**src/rtl/mc_ctrl_pkg.sv**
```systemverilog
// Shared encodings for the multi-cycle MIPS control sequencer: states, opcodes,
// datapath mux selects and the control word passed from decoder to top.
package mc_ctrl_pkg;

  localparam int unsigned STATE_W = 4;

  typedef enum logic [STATE_W-1:0] {
    FETCH     = 4'd0,
    DECODE    = 4'd1,
    MEM_ADDR  = 4'd2,
    MEM_READ  = 4'd3,
    MEM_WB    = 4'd4,
    MEM_WRITE = 4'd5,
    R_EXEC    = 4'd6,
    R_WB      = 4'd7,
    BRANCH    = 4'd8,
    JUMP      = 4'd9,
    I_EXEC    = 4'd10,
    I_WB      = 4'd11
  } state_t;

  localparam logic [5:0] OP_RTYPE = 6'h00;
  localparam logic [5:0] OP_LW    = 6'h23;
  localparam logic [5:0] OP_SW    = 6'h2B;
  localparam logic [5:0] OP_BEQ   = 6'h04;
  localparam logic [5:0] OP_BNE   = 6'h05;
  localparam logic [5:0] OP_J     = 6'h02;
  localparam logic [5:0] OP_ADDI  = 6'h08;
  localparam logic [5:0] OP_ANDI  = 6'h0C;
  localparam logic [5:0] OP_ORI   = 6'h0D;
  localparam logic [5:0] OP_LUI   = 6'h0F;

  typedef enum logic [1:0] {
    ALU_ADD   = 2'd0,
    ALU_SUB   = 2'd1,
    ALU_FUNCT = 2'd2,
    ALU_IMM   = 2'd3
  } alu_op_t;

  typedef enum logic [1:0] {
    SRCB_B       = 2'd0,
    SRCB_FOUR    = 2'd1,
    SRCB_IMM     = 2'd2,
    SRCB_IMM_SH2 = 2'd3
  } alu_src_b_t;

  typedef enum logic [1:0] {
    PCSRC_ALU    = 2'd0,
    PCSRC_ALUOUT = 2'd1,
    PCSRC_JUMP   = 2'd2,
    PCSRC_RSVD   = 2'd3
  } pc_source_t;

  typedef struct packed {
    logic       pc_write;
    logic       pc_write_cond;
    logic       branch_ne;
    logic       i_or_d;
    logic       mem_read;
    logic       mem_write;
    logic       ir_write;
    logic       mem_to_reg;
    logic       reg_dst;
    logic       reg_write;
    logic       alu_src_a;
    alu_src_b_t alu_src_b;
    alu_op_t    alu_op;
    pc_source_t pc_source;
    logic       illegal_op;
    logic       instr_done;
  } ctrl_t;

  function automatic logic op_legal(input logic [5:0] op);
    case (op)
      OP_RTYPE, OP_LW, OP_SW, OP_BEQ, OP_BNE, OP_J,
      OP_ADDI, OP_ANDI, OP_ORI, OP_LUI: op_legal = 1'b1;
      default:                          op_legal = 1'b0;
    endcase
  endfunction

endpackage

```
**src/rtl/mc_ctrl_decode.sv**
```systemverilog
// Purely combinational decode of current state (plus opcode and memory
// readiness) into the datapath control word.
module mc_ctrl_decode
  import mc_ctrl_pkg::*;
(
  input  state_t     state,
  input  logic [5:0] opcode,
  input  logic       mem_rdy,
  output ctrl_t      ctrl
);

  always_comb begin
    ctrl = '0;
    case (state)
      FETCH: begin
        ctrl.mem_read  = 1'b1;
        ctrl.alu_src_b = SRCB_FOUR;
        ctrl.alu_op    = ALU_ADD;
        ctrl.pc_source = PCSRC_ALU;
        ctrl.ir_write  = mem_rdy;
        ctrl.pc_write  = mem_rdy;
      end
      DECODE: begin
        ctrl.alu_src_b = SRCB_IMM_SH2;
        ctrl.alu_op    = ALU_ADD;
        if (!op_legal(opcode)) begin
          ctrl.illegal_op = 1'b1;
          ctrl.instr_done = 1'b1;
        end
      end
      MEM_ADDR: begin
        ctrl.alu_src_a = 1'b1;
        ctrl.alu_src_b = SRCB_IMM;
        ctrl.alu_op    = ALU_ADD;
      end
      MEM_READ: begin
        ctrl.mem_read = 1'b1;
        ctrl.i_or_d   = 1'b1;
      end
      MEM_WB: begin
        ctrl.reg_write  = 1'b1;
        ctrl.mem_to_reg = 1'b1;
        ctrl.instr_done = 1'b1;
      end
      MEM_WRITE: begin
        ctrl.mem_write  = 1'b1;
        ctrl.i_or_d     = 1'b1;
        ctrl.instr_done = mem_rdy;
      end
      R_EXEC: begin
        ctrl.alu_src_a = 1'b1;
        ctrl.alu_src_b = SRCB_B;
        ctrl.alu_op    = ALU_FUNCT;
      end
      R_WB: begin
        ctrl.reg_write  = 1'b1;
        ctrl.reg_dst    = 1'b1;
        ctrl.instr_done = 1'b1;
      end
      BRANCH: begin
        ctrl.alu_src_a     = 1'b1;
        ctrl.alu_src_b     = SRCB_B;
        ctrl.alu_op        = ALU_SUB;
        ctrl.pc_write_cond = 1'b1;
        ctrl.pc_source     = PCSRC_ALUOUT;
        ctrl.branch_ne     = (opcode == OP_BNE);
        ctrl.instr_done    = 1'b1;
      end
      JUMP: begin
        ctrl.pc_write   = 1'b1;
        ctrl.pc_source  = PCSRC_JUMP;
        ctrl.instr_done = 1'b1;
      end
      I_EXEC: begin
        ctrl.alu_src_a = 1'b1;
        ctrl.alu_src_b = SRCB_IMM;
        ctrl.alu_op    = ALU_IMM;
      end
      I_WB: begin
        ctrl.reg_write  = 1'b1;
        ctrl.instr_done = 1'b1;
      end
      default: ;
    endcase
  end

endmodule

```
**src/rtl/multicycle_control_fsm.sv**
```systemverilog
// Multi-cycle MIPS control sequencer: state register and next-state logic;
// control decode lives in mc_ctrl_decode.
module multicycle_control_fsm #(
  parameter int unsigned STATE_W     = 4,
  parameter bit          MEM_WAIT_EN = 1'b1
) (
  input  logic               clk,
  input  logic               reset,
  input  logic [5:0]         opcode,
  input  logic               mem_ready,
  output logic               pc_write,
  output logic               pc_write_cond,
  output logic               branch_ne,
  output logic               i_or_d,
  output logic               mem_read,
  output logic               mem_write,
  output logic               ir_write,
  output logic               mem_to_reg,
  output logic               reg_dst,
  output logic               reg_write,
  output logic               alu_src_a,
  output logic [1:0]         alu_src_b,
  output logic [1:0]         alu_op,
  output logic [1:0]         pc_source,
  output logic               illegal_op,
  output logic               instr_done,
  output logic [STATE_W-1:0] state_dbg
);
  import mc_ctrl_pkg::*;

  state_t state;
  state_t state_next;
  ctrl_t  ctrl;
  logic   mem_rdy;

  assign mem_rdy = MEM_WAIT_EN ? mem_ready : 1'b1;

  always_comb begin
    state_next = state;
    case (state)
      FETCH:     if (mem_rdy) state_next = DECODE;
      DECODE: begin
        case (opcode)
          OP_RTYPE:                         state_next = R_EXEC;
          OP_LW, OP_SW:                     state_next = MEM_ADDR;
          OP_BEQ, OP_BNE:                   state_next = BRANCH;
          OP_J:                             state_next = JUMP;
          OP_ADDI, OP_ANDI, OP_ORI, OP_LUI: state_next = I_EXEC;
          default:                          state_next = FETCH;
        endcase
      end
      MEM_ADDR:  state_next = (opcode == OP_LW) ? MEM_READ : MEM_WRITE;
      MEM_READ:  if (mem_rdy) state_next = MEM_WB;
      MEM_WRITE: if (mem_rdy) state_next = FETCH;
      R_EXEC:    state_next = R_WB;
      I_EXEC:    state_next = I_WB;
      default:   state_next = FETCH;
    endcase
  end

  always_ff @(posedge clk or negedge reset) begin
    if (!reset) state <= FETCH;
    else        state <= state_next;
  end

  mc_ctrl_decode u_decode (
    .state   (state),
    .opcode  (opcode),
    .mem_rdy (mem_rdy),
    .ctrl    (ctrl)
  );

  // Strobes are gated directly by the async reset so a reset landing
  // mid-access kills any write in the same instant, not at the next edge.
  assign pc_write      = ctrl.pc_write      & reset;
  assign pc_write_cond = ctrl.pc_write_cond & reset;
  assign ir_write      = ctrl.ir_write      & reset;
  assign reg_write     = ctrl.reg_write     & reset;
  assign mem_read      = ctrl.mem_read      & reset;
  assign mem_write     = ctrl.mem_write     & reset;
  assign illegal_op    = ctrl.illegal_op    & reset;
  assign instr_done    = ctrl.instr_done    & reset;

  assign branch_ne  = ctrl.branch_ne;
  assign i_or_d     = ctrl.i_or_d;
  assign mem_to_reg = ctrl.mem_to_reg;
  assign reg_dst    = ctrl.reg_dst;
  assign alu_src_a  = ctrl.alu_src_a;
  assign alu_src_b  = ctrl.alu_src_b;
  assign alu_op     = ctrl.alu_op;
  assign pc_source  = ctrl.pc_source;
  assign state_dbg  = STATE_W'(state);

endmodule

```
**config.mk**
```make
export PLATFORM = sky130hd
export DESIGN_NAME = multicycle_control_fsm
export DESIGN_NICKNAME = d
export VERILOG_FILES = /design/src/rtl/mc_ctrl_pkg.sv /design/src/rtl/mc_ctrl_decode.sv /design/src/rtl/multicycle_control_fsm.sv
export SDC_FILE = /design/constraint.sdc
export NUM_CORES = 1
export LEC_CHECK = 0
export CORE_MARGIN = 2
export CORE_UTILIZATION = 37
export DETAILED_ROUTE_END_ITERATION = 7
export PLACE_DENSITY = 0.78
export SETUP_SLACK_MARGIN = 0.02
export SYNTH_ARGS = -nofsm -noshare
export SYNTH_HDL_FRONTEND = slang
export SYNTH_SLANG_ARGS = --single-unit
```
**constraint.sdc**
```tcl
create_clock -name clk -period 1.95 [get_ports clk]
set_clock_uncertainty 0.2 [all_clocks]
set_input_delay 0.39 -clock clk [delete_from_list [all_inputs] [get_ports clk]]
set_output_delay 0.39 -clock clk [all_outputs]
set_load 0.05 [all_outputs]
```
==> impl.org, run 1 <==
** Outcome
- Run status :: stopped before the end
- Halt point of the flow :: detailed placement (3_5_place_dp)
- Tool error :: [ERROR DPL-0038] Utilization greater than 100%, impossible to legalize

** Floorplan
- The initialized floorplan defines 14 standard-cell rows.
- 32 I/O pins were placed.
- Vertical die dimension :: 43.4 µm
- For this configuration, the core starts out at a cell density of 38.9%.
- Die span in x :: 43.4 µm

** Logic synthesis
- Synth Cell Area :: 573 µm²
- Synthesis produced 83 cells.
- Post-synth cell types :: 33
- For this run, the leading register cell type out of synthesis is dfrtp_1.
- For this run, asynchronously set or reset flops after synthesis account for 100%.
- The synthesized design contains 0 enable-type register cells.
- Number of synthesized register bits :: 4
- Fraction of the yosys area taken by sequential cells :: 17.5%
- Number of warning messages in the yosys log :: 0
- Syn avg cell area :: 6.90 µm²
- The number of nets handed over by synthesis was 92.

** Place
- The count of buffers added on input and output ports is 31.
- The congestion estimate from routability-driven global placement came to 0.899.
[Yosys cell counts, types with 3 or more instances]
cell / count / area (µm²)
nand2_1: 8 / 30.0
o32ai_1: 3 / 26.3
nor3b_1: 3 / 22.5
clkbuf_1: 4 / 15.0
inv_1: 4 / 15.0
dfrtp_1: 4 / 100
nor2_1: 11 / 41.3
nor3_1: 6 / 30.0
o22ai_1: 3 / 18.8
nand2b_1: 3 / 18.8
a21oi_1: 5 / 25.0
[stage by stage]
step | area (µm²) | instances | hold slack [ns]
floorplan | 766 | 83 | -0.106
global placement | 1490 | 157 | 0.438
[logic make-up after synthesis]
group / share of synthesized area, %
xor gates and xnor gates: 1.53
AOI/OAI and AO/OA: 30.8
DFF: 17.5
buffers and inverters: 7.20
and+or+nand+nor: 43.0
==> run 2: changes to the inputs <==
CORE_AREA = 2 2 63 65   (was unset)
CORE_MARGIN = unset   (was 2)
CORE_UTILIZATION = unset   (was 37)
DIE_AREA = 0 0 65 67   (was unset)
PLACE_DENSITY = unset   (was 0.78)
PLACE_DENSITY_LB_ADDON = 0.15   (was unset)
SETUP_SLACK_MARGIN = unset   (was 0.02)
==> impl.org, run 2 <==
** Worst setup path
- CP cell instances :: buf_6 > nor3_4 > and4_4 > buf_12
- Data arrival time of the critical path :: 1.51 ns
- In this run the worst path has a maximum fanout of 6.
- At the worst endpoint, the required time is 1.36 ns.
- Broken down by cell family, the worst path's largest delay share belongs to simple AND/OR/NAND/NOR gates.
- Endpoint class of the critical path :: primary output
- Slowest stage delay, CP :: 0.47 ns
- Cell at the slowest stage of the critical path :: dfrtp_2
- The worst setup path is launched from a register.
- Critical path type :: register to primary output
- Buf/Inv on CP :: 2

** Finish
- Fraction of layout cells with a size suffix above 1 :: 75.3%
- Once layout is complete, the utilization of the core stands at 52.4%.
- Once layout is complete, the cells apart from fillers number 210.
- Synthesis-to-layout area growth :: 229%
- The library cells used most frequently in the layout, excluding fill and tap cells, are buf_4, buf_12, buf_6.
- Summing all non-filler instances in the final layout gives an area of 1890 µm².
- In the final design database the tool counted 173 nets.
- The library cell used most frequently in the layout, excluding fill and tap cells, is buf_4.
- Diode count :: 0
- Flip-flop count of the largest register, all copies and words added :: 4

** Outcome
- The final reports fail on negative setup slack.
- The flow ran to the end, but the final reports show violations.

** Timing
- Portion of the clock cycle consumed by the worst path in the final layout :: 108%
- Measured against its own limit, the worst slew margin works out to 74.0%.
- The final hold violation count was 0.
- Worst hold slack across all endpoints :: 0.182 ns
- PnR worst setup slack :: -0.148 ns
- Setup violations remaining at the end of the flow were counted as 13.
- Minimum clock period :: 2.10 ns
- Post-route setup TNS :: -1.06 ns
- For the pin with the worst max-slew slack, the measured transition is 0.386 ns.
- Static timing analysis puts the maximum clock frequency at 477 MHz.
- Setup repair after global routing could not meet its margin everywhere.
- The max-slew violation count is 0.

** Logic synthesis
- Number of warning messages in the yosys log :: 0
- Fraction of the yosys area taken by sequential cells :: 17.5%
- The most used flip-flop cell after synthesis is dfrtp_1.
- A synthesized cell averages 6.90 µm².
- Count leader, synth :: nor2_1
- dfrtp_1 takes more of the synthesized area than any other cell.
- The number of nets in the synthesized netlist is 92.
- The synthesized netlist contains 33 unique library cells.
- Largest cells by area after synthesis :: dfrtp_1, nor2_1, nor3_1, nand2_1, o32ai_1
- Synthesis produced 83 cells.
- Yosys mapped a number of flops with a built-in enable equal to 0.
- Number of synthesized register bits :: 4
- Share of synthesized flip-flops with an asynchronous set or reset :: 100%
- Summed over its instances, the top area cell type makes up 17.5% of the synthesized netlist area.
- In this run the cell area of the synthesized design comes to 573 µm².
- Top cell types by occurrence after synthesis :: nor2_1, nand2_1, nor3_1

** Routing
- Total Wirelength :: 2930 µm
- Dividing the detail-routed wire length by the instance count gives 13.9 µm.
- In the routed layout, each cell is associated on average with a via count of 4.62.
- Vias :: 970
- The detailed router finished its first iteration with 31 violations.
- Drt drc :: 0
- DRT antenna net count :: 0
- The pre-antenna-repair detailed-routing pass consisted of 4 iterations.

** Global route
- First-pass GRT wire length :: 4600 µm
- Vias in the first global route :: 987
- Entering global routing, the biggest net connects 11 pins.
- For this run, global-route usage on met2 was measured as 26.9%.
- For met3 alone, demand over resource in global routing was 2.36%.
- Met1 Track Usage GR :: 14.3%
- The global routing stage identified its most utilized layer as met2.
- Global routing used 13.7% of the available tracks.
- Number of antenna violations at the first check in global routing :: 0
- Total congestion overflow after global routing :: 0

** Clocking
- Clock Sink Count :: 4
- Clock tree synthesis inserted a total of 3 buffers.
- Source-to-sink clock delay at the later pin of the worst-skew pair :: 0.22 ns
- CTS tree :: yes
- No sink is reached through more buffers than the 2 on the longest clock path.
- CTS built an H-tree with a depth of 1.
- The tree is rooted in a clkbuf_8.
- Clock transition at path regs :: 0.03 ns

** Floorplan
- Initial core utilization :: 15.9%
- Die span in x :: 65 µm
- The die is 67 µm tall.
- After floorplanning, the core was divided into 22 placement rows.
- The core region is 3610 µm².
- The die covers 4360 µm².
- Boundary pin count :: 32

** Place
- At the end of routability-driven placement, the weighted congestion stood at 0.766.
- Summed over all nets, the half-perimeter wirelength after detailed placement is 2160 µm.
- Cell count after placement :: 192
- Dpl cell area :: 1550 µm²
- Number of input and output port buffers inserted :: 31

** Job
- Across the run, the number of max-cap violations was 0.

** Power
- Total power per unit cell area :: 678 nW/µm²
- Leakage :: 0.758 nW
- Maximum vdd ir drop :: 0.192 mV

** Worst hold path
- The worst hold path belongs to the class primary input to async pin.
-- run 2: area by class of cell --
class / instances / area [µm²]
clock buffer: 3 / 41.3
fill: 331 / 1720
inverter: 4 / 15.0
multi-input combinational: 70 / 702
sequential: 4 / 108
tap: 48 / 60.1
timing repair buffer: 81 / 962
-- run 2: cells by family (layout without fill, tap and decap cells) --
logic type             Yosys count  count (layout)  share of synthesized area [%]
buffers and inverters            9              88                           7.20
flip-flops                       4               4                           17.5
AO/OA/AOI/OAI                   24              24                           30.8
XOR/XNOR                         1               1                           1.53
AND/OR/NAND/NOR                 45              45                           43.0
-- run 2: path summary, 6_finish.rpt --
kind | start | end | slack [ns] | cells after the start
worst max register to register | state_dbg[0] | state_dbg[0] | 0.06 | 5
min in group clk | opcode[0] | state_dbg[3] | 0.42 | 5
max in group asynchronous | reset | state_dbg[0] | 1.24 | 2
worst min-delay path | reset | state_dbg[2] | 0.18 | 2
worst max-delay path | state_dbg[1] | branch_ne | -0.15 | 4
worst min register to register | state_dbg[1] | state_dbg[1] | 0.55 | 2
-- run 2: power by group --
group / internal (mW) / total (mW) / switching, mW
sequential: 0.0999 / 0.125 / 0.0253
clock: 0.131 / 0.173 / 0.0414
combinational: 0.486 / 0.982 / 0.496
-- run 2: layer usage --
metal  vias to the layer above  part of all wire, %
met5                         -                    0
met2                        37                   57
li1                        475                    -
met4                         0                  1.3
met3                         6                  5.3
met1                       452                   36
-- run 2: repair_timing --
| action | 4_1_cts | 5_1_grt |
|---|---|---|
| pin swaps | 15 | 7 |
| setup buffers | 9 | 7 |
| gates resized for setup | 53 | 19 |
| hold buffers | 0 | 0 |
| endpoints found under the setup margin | 19 | 17 |
-- run 2: worst reg2reg max path: cells and delay by family (launching register included) --
| kind | cells | cell delay [ns] |
|---|---|---|
| AOI/OAI and AO/OA | 3 | 0.75 |
| and+or+nand+nor | 1 | 0.16 |
| buffers and inverters | 1 | 0.15 |
| DFF | 1 | 0.50 |
-- run 2: metrics by stage --
stage	setup WS (ns)	power (mW)
detailed placement	-0.606	0.960
CTS	-0.132	1.22
global route	-0.191	1.34
finish	-0.148	1.28
floorplan	-0.337	0.585
global placement	-0.599	0.954
Power figures use the tool's default switching activity.
